===== config.mk =====
export PLATFORM = sky130hd
export DESIGN_NAME = alu_req_arbiter
export DESIGN_NICKNAME = d
export VERILOG_FILES = /design/src/rtl/alu_pkg.sv /design/src/rtl/alu4_func.sv /design/src/rtl/alu_req_arbiter.sv
export SDC_FILE = /design/constraint.sdc
export NUM_CORES = 1
export LEC_CHECK = 0
export ABC_CLOCK_PERIOD_IN_PS = 5800
export BUFFER_PORTS_ARGS = -buffer_cell sky130_fd_sc_hd__buf_4
export CAP_MARGIN = 20
export CORE_AREA = 4 4 57 111
export CTS_CLUSTER_SIZE = 12
export DETAILED_ROUTE_END_ITERATION = 16
export DIE_AREA = 0 0 61 115
export GPL_TIMING_DRIVEN = 0
export PLACE_DENSITY = 0.75
export SLEW_MARGIN = 20
export SYNTH_ARGS = -nofsm -noshare
export SYNTH_HDL_FRONTEND = slang
export SYNTH_SLANG_ARGS = --single-unit

===== constraint.sdc =====
create_clock -name clk -period 5.8 [get_ports clk]
set_input_delay 0.29 -clock clk [delete_from_list [all_inputs] [get_ports clk]]
set_output_delay 0.29 -clock clk [all_outputs]
set_load 0.05 [all_outputs]

===== src/rtl/alu_pkg.sv =====
// Shared definitions for the arbitrated 4-bit ALU: opcodes, FSM states,
// the registered result record and the round-robin pick helper.
package alu_pkg;

    localparam logic [3:0] OP_ADD = 4'd0;
    localparam logic [3:0] OP_SUB = 4'd1;
    localparam logic [3:0] OP_MUL = 4'd2;
    localparam logic [3:0] OP_DIV = 4'd3;
    localparam logic [3:0] OP_AND = 4'd4;
    localparam logic [3:0] OP_OR  = 4'd5;
    localparam logic [3:0] OP_XOR = 4'd6;
    localparam logic [3:0] OP_NOT = 4'd7;
    localparam logic [3:0] OP_ENC = 4'd8;

    typedef enum logic [1:0] {
        ST_IDLE = 2'd0,
        ST_EXEC = 2'd1,
        ST_RESP = 2'd2
    } arb_state_t;

    typedef struct packed {
        logic [7:0] result;
        logic       carry;
        logic       ovf;
        logic       err;
    } alu_res_t;

    // A lone requester always wins; on a tie the one not served last wins.
    function automatic logic rr_pick(input logic [1:0] valid, input logic last);
        if (valid == 2'b11) begin
            return ~last;
        end
        return valid[1];
    endfunction

    function automatic logic [1:0] idx_onehot(input logic idx);
        return idx ? 2'b10 : 2'b01;
    endfunction

endpackage


===== src/rtl/alu4_func.sv =====
// Combinational 4-bit ALU: maps opcode and operands to result/carry/ovf/err.
module alu4_func
    import alu_pkg::*;
#(
    parameter logic [7:0] ENC_KEY = 8'hAB
) (
    input  logic [3:0] op,
    input  logic [3:0] a,
    input  logic [3:0] b,
    output alu_res_t   res
);

    logic [4:0] sum;
    logic [4:0] diff;

    assign sum  = {1'b0, a} + {1'b0, b};
    assign diff = {1'b0, a} - {1'b0, b};

    always_comb begin
        res = '0;
        case (op)
            OP_ADD: begin
                res.result = {4'h0, sum[3:0]};
                res.carry  = sum[4];
                res.ovf    = (a[3] == b[3]) && (sum[3] != a[3]);
            end
            OP_SUB: begin
                // diff[4] is the borrow; carry reports not-borrow
                res.result = {4'h0, diff[3:0]};
                res.carry  = ~diff[4];
                res.ovf    = (a[3] != b[3]) && (diff[3] != a[3]);
            end
            OP_MUL: res.result = {4'h0, a} * {4'h0, b};
            OP_DIV: begin
                if (b == 4'h0) begin
                    res.err = 1'b1;
                end else begin
                    res.result = {a % b, a / b};
                end
            end
            OP_AND: res.result = {4'h0, a & b};
            OP_OR:  res.result = {4'h0, a | b};
            OP_XOR: res.result = {4'h0, a ^ b};
            OP_NOT: res.result = {4'h0, ~a};
            OP_ENC: res.result = {a, b} ^ ENC_KEY;
            default: res.err = 1'b1;
        endcase
    end

endmodule


===== src/rtl/alu_req_arbiter.sv =====
// Round-robin arbiter sharing one registered 4-bit ALU between two requesters,
// with one operation in flight and results returned on the owner's channel.
module alu_req_arbiter
    import alu_pkg::*;
#(
    parameter logic [7:0] ENC_KEY = 8'hAB,
    parameter logic       RR_INIT = 1'b1
) (
    input  logic       clk,
    input  logic       rst,
    input  logic [1:0] req_valid,
    output logic [1:0] req_ready,
    input  logic [3:0] req_op0,
    input  logic [3:0] req_op1,
    input  logic [3:0] req_a0,
    input  logic [3:0] req_a1,
    input  logic [3:0] req_b0,
    input  logic [3:0] req_b1,
    output logic [1:0] resp_valid,
    input  logic [1:0] resp_ready,
    output logic [7:0] resp_result,
    output logic       resp_carry,
    output logic       resp_ovf,
    output logic       resp_err,
    output logic       resp_id,
    output logic       busy
);

    // Handshakes: a transfer happens on a rising edge where valid and ready
    // are both high; the sender holds its payload until then and may drop
    // valid beforehand, in which case nothing is transferred.
    arb_state_t state;
    logic       last_grant;
    logic       grant;
    logic       cmd_id;
    logic [3:0] cmd_op;
    logic [3:0] cmd_a;
    logic [3:0] cmd_b;
    alu_res_t   alu_res;

    assign grant     = rr_pick(req_valid, last_grant);
    assign req_ready = ((state == ST_IDLE) && (req_valid != 2'b00)) ? idx_onehot(grant) : 2'b00;

    alu4_func #(
        .ENC_KEY (ENC_KEY)
    ) u_alu (
        .op  (cmd_op),
        .a   (cmd_a),
        .b   (cmd_b),
        .res (alu_res)
    );

    always_ff @(posedge clk or posedge rst) begin
        if (rst) begin
            state       <= ST_IDLE;
            last_grant  <= RR_INIT;
            cmd_id      <= 1'b0;
            cmd_op      <= 4'h0;
            cmd_a       <= 4'h0;
            cmd_b       <= 4'h0;
            resp_valid  <= 2'b00;
            resp_result <= 8'h00;
            resp_carry  <= 1'b0;
            resp_ovf    <= 1'b0;
            resp_err    <= 1'b0;
            resp_id     <= 1'b0;
            busy        <= 1'b0;
        end else begin
            case (state)
                ST_IDLE: begin
                    // Any valid request is accepted: req_ready follows the grant.
                    if (req_valid != 2'b00) begin
                        cmd_id <= grant;
                        cmd_op <= grant ? req_op1 : req_op0;
                        cmd_a  <= grant ? req_a1  : req_a0;
                        cmd_b  <= grant ? req_b1  : req_b0;
                        busy   <= 1'b1;
                        state  <= ST_EXEC;
                    end
                end
                ST_EXEC: begin
                    resp_result <= alu_res.result;
                    resp_carry  <= alu_res.carry;
                    resp_ovf    <= alu_res.ovf;
                    resp_err    <= alu_res.err;
                    resp_id     <= cmd_id;
                    resp_valid  <= idx_onehot(cmd_id);
                    state       <= ST_RESP;
                end
                ST_RESP: begin
                    if (resp_ready[resp_id]) begin
                        resp_valid <= 2'b00;
                        last_grant <= resp_id;
                        busy       <= 1'b0;
                        state      <= ST_IDLE;
                    end
                end
                default: begin
                    resp_valid <= 2'b00;
                    busy       <= 1'b0;
                    state      <= ST_IDLE;
                end
            endcase
        end
    end

endmodule


==> flow_metrics.tcl <==
set metrics [dict create \
    route.detailed.vias_per_inst 6.38 \
    clk_pin_slew_worst_paths_ns 0.07 \
    detailedPlace.worstSlack_ns 0.101 \
    final.setup_skew_ns 0.00977 \
    final_hold_viol_count 0 \
    worst_skew_pair.late_latency_ns 0.30 \
    design.final.nets 452 \
    timing.critical_path.fanout_max 11 \
    hold_buffers 0 \
    cts_made_buffers 5 \
    initial_utilization_pct 53.8 \
    synth_top_flop_cell "dfrtp_1" \
    syn_to_final_growth_pct 18.1 \
    chipHeight_um 115 \
    outcome "completed" \
    final.setup.tns_ns 0 \
    routed_antenna_nets 0 \
    clock.fmax_mhz 184 \
    antenna_cells_inserted 0 \
    slew_headroom_pct 50.8 \
    drt_first_iter_violations 122 \
    detail_route.drc_violations 0 \
    mappedNetlistArea_sq_um 2920 \
    synth_cells 325 \
    antenna_found_initial 0 \
    synth_seq_area_share_pct 26.6 \
    gpl.final_weighted_congestion 1.02 \
    tritoncts "built" \
    required_ns 5.98 \
    asyncSetResetFlopFracSynth_pct 100 \
    wl_um 8490 \
    first_global_vias 2857 \
    final_core_util_pct 63.6 \
    end_kind "register" \
    numClockSinks 31 \
    grt_setup_unrepaired "false" \
    setup-violations-final 0 \
    synth_fp_nets 399 \
    root_buffer "clkbuf_8" \
    overall_fraction_of_global_route_tracks_in_use_pct 26.7 \
    final.setup.worst_slack_ns 0.352 \
    place_hpwl_um 6820 \
    cts_max_level 2 \
    core_area_sq_um 5420 \
    startpoint_class "register" \
    routedWlPerCell_um 19.3 \
    grt_start_max_net_pins 32 \
    post-route-min-period_ns 5.45 \
    number_of_distinct_library_cells_after_synthesis 64 \
    ys_seq_elements 31 \
    synth-warning-count 0 \
    grt_pass1_wl_um 13600 \
    fin_crit_sh_pct 93.9 \
    gr-total-overflow 0 \
    dr_total_vias 2803 \
    synth-edff-count 0 \
    die_x_um 61 \
    worst_slew_pin_slew_ns 0.728 \
    die_ar_sq_um 7020 \
    drt-pass1-iter-count 5 \
    maximum_buffer_depth_of_the_clock_tree 2 \
    final-max-slew-violation-count 0 \
    criticalPathCategory "register to register" \
    num_rows 38 \
    arrival_ns 5.63 \
    maxCapViolCount 0 \
    top_level_ports 47 \
    final_layout_size_suffix_gt1_share_pct 19.0 \
    placement.io_buffers 46 \
    holdCritPathClass "input pin to asynchronous set/reset pin" \
    synthesis.area_per_instance_sq_um 8.97 \
]
==> Yosys cell counts, types with 3 or more instances <==
cell | count | area (sq um)
nor2_1 | 27 | 101
xnor2_1 | 5 | 43.8
nor3_1 | 8 | 40.0
inv_1 | 37 | 139
a221o_1 | 3 | 30.0
clkbuf_1 | 11 | 41.3
mux2_2 | 3 | 33.8
ha_1 | 37 | 463
buf_2 | 4 | 20.0
nand2b_1 | 6 | 37.5
a211oi_1 | 4 | 30.0
a21o_1 | 6 | 45.0
nor2b_1 | 4 | 25.0
a22oi_1 | 3 | 22.5
o21bai_1 | 3 | 22.5
nand2_1 | 18 | 67.6
o21ai_0 | 18 | 90.1
dfrtp_1 | 30 | 751
a222oi_1 | 12 | 120
fa_1 | 7 | 140
o21a_1 | 5 | 37.5
mux2i_1 | 7 | 70.1
a21oi_1 | 16 | 80.1
==> worst paths after layout <==
kind,from,endpoint,slack (ns),depth (start not counted)
min in group clk,req_op1[1],cmd_op[1],0.21,3
min,rst,resp_result[0],0.09,2
max,cmd_b[0],resp_result[5],0.35,17
max reg2reg,cmd_b[0],resp_result[5],0.35,17
min reg2reg,resp_ovf,resp_ovf,0.49,1
max in group asynchronous,rst,cmd_b[1],5.28,2
==> critical path: stages (launching register included) <==
cell	delay, ns
dfrtp_1	0.55
inv_1	0.26
ha_1	0.21
or4b_1	0.43
a22oi_1	0.22
ha_1	0.30
o21a_1	0.13
o21ai_0	0.31
a21oi_1	0.16
ha_1	0.32
o21ai_0	0.13
a211oi_2	0.44
mux2_2	0.44
ha_1	0.33
a21o_1	0.21
o21ai_1	0.35
o22ai_1	0.16
a221o_1	0.37
==> metrics by stage <==
stage	hold slack, ns	std cells	cell area [sq um]
final	0.0854	439	3450
after floorplan	0.393	325	2920
after global routing	0.147	439	3450
after global placement	0.465	431	3340
after detailed placement	0.424	431	3340
after CTS	0.0986	439	3440
==> layout make-up <==
cell class | instances | area [sq um]
sequential | 31 | 777
clock inverter | 1 | 7.51
tap | 60 | 75.1
multi-input combinational | 240 | 1930
inverter | 37 | 139
clock buffer | 7 | 96.3
fill | 496 | 1970
timing repair buffer | 46 | 345
buffer | 17 | 76.3
==> timing repair <==
item / CTS / global route
resized for setup: 0 / 2
buffers inserted: 0 / 0
endpoints found under the setup margin: 0 / 5
==> placed cells by master, fill, tap and decap left out, types with 8 or more instances in the layout <==
master and n:
buf_4 46, ha_1 37, inv_1 36, dfrtp_1 30
nor2_1 27, nand2_1 18, o21ai_0 17, a21oi_1 16
a222oi_1 12, clkbuf_1 11, nor3_1 8
==> kinds of logic (layout without fill, tap and decap cells) <==
kind of cell,after synthesis,count (layout),synth area share [%]
AO/OA/AOI/OAI,96,96,24.9
XOR/XNOR,7,7,2.10
adder cells (fa/ha/maj),44,44,20.7
buffers and inverters,54,108,7.38
flip-flops,31,31,26.6
multiplexers,10,10,3.56
AND/OR/NAND/NOR,83,83,14.7
==> flip-flops by register name (all words and copies together) (netlist names) <==
name and cells:
resp_err 1, resp_ovf 1, cmd_b 4, state 2, resp_valid 2, last_grant 1
cmd_op 4, cmd_a 4, cmd_id 1, resp_carry 1, busy 1, resp_id 1
resp_result 8
==> per-layer routing <==
| metal | up-vias | share of wire (%) | global-route usage, % |
|---|---|---|---|
| li1 | 1298 | - | - |
| met1 | 1344 | 33 | 25.7 |
| met2 | 113 | 54 | 47.0 |
| met3 | 48 | 4.9 | 4.49 |
| met4 | 0 | 8.5 | 21.0 |
| met5 | - | 0 | 0 |
Power is left out: the tool's default activity adds up to more than one toggle a clock period on the data nets, which glitch-free logic cannot reach.
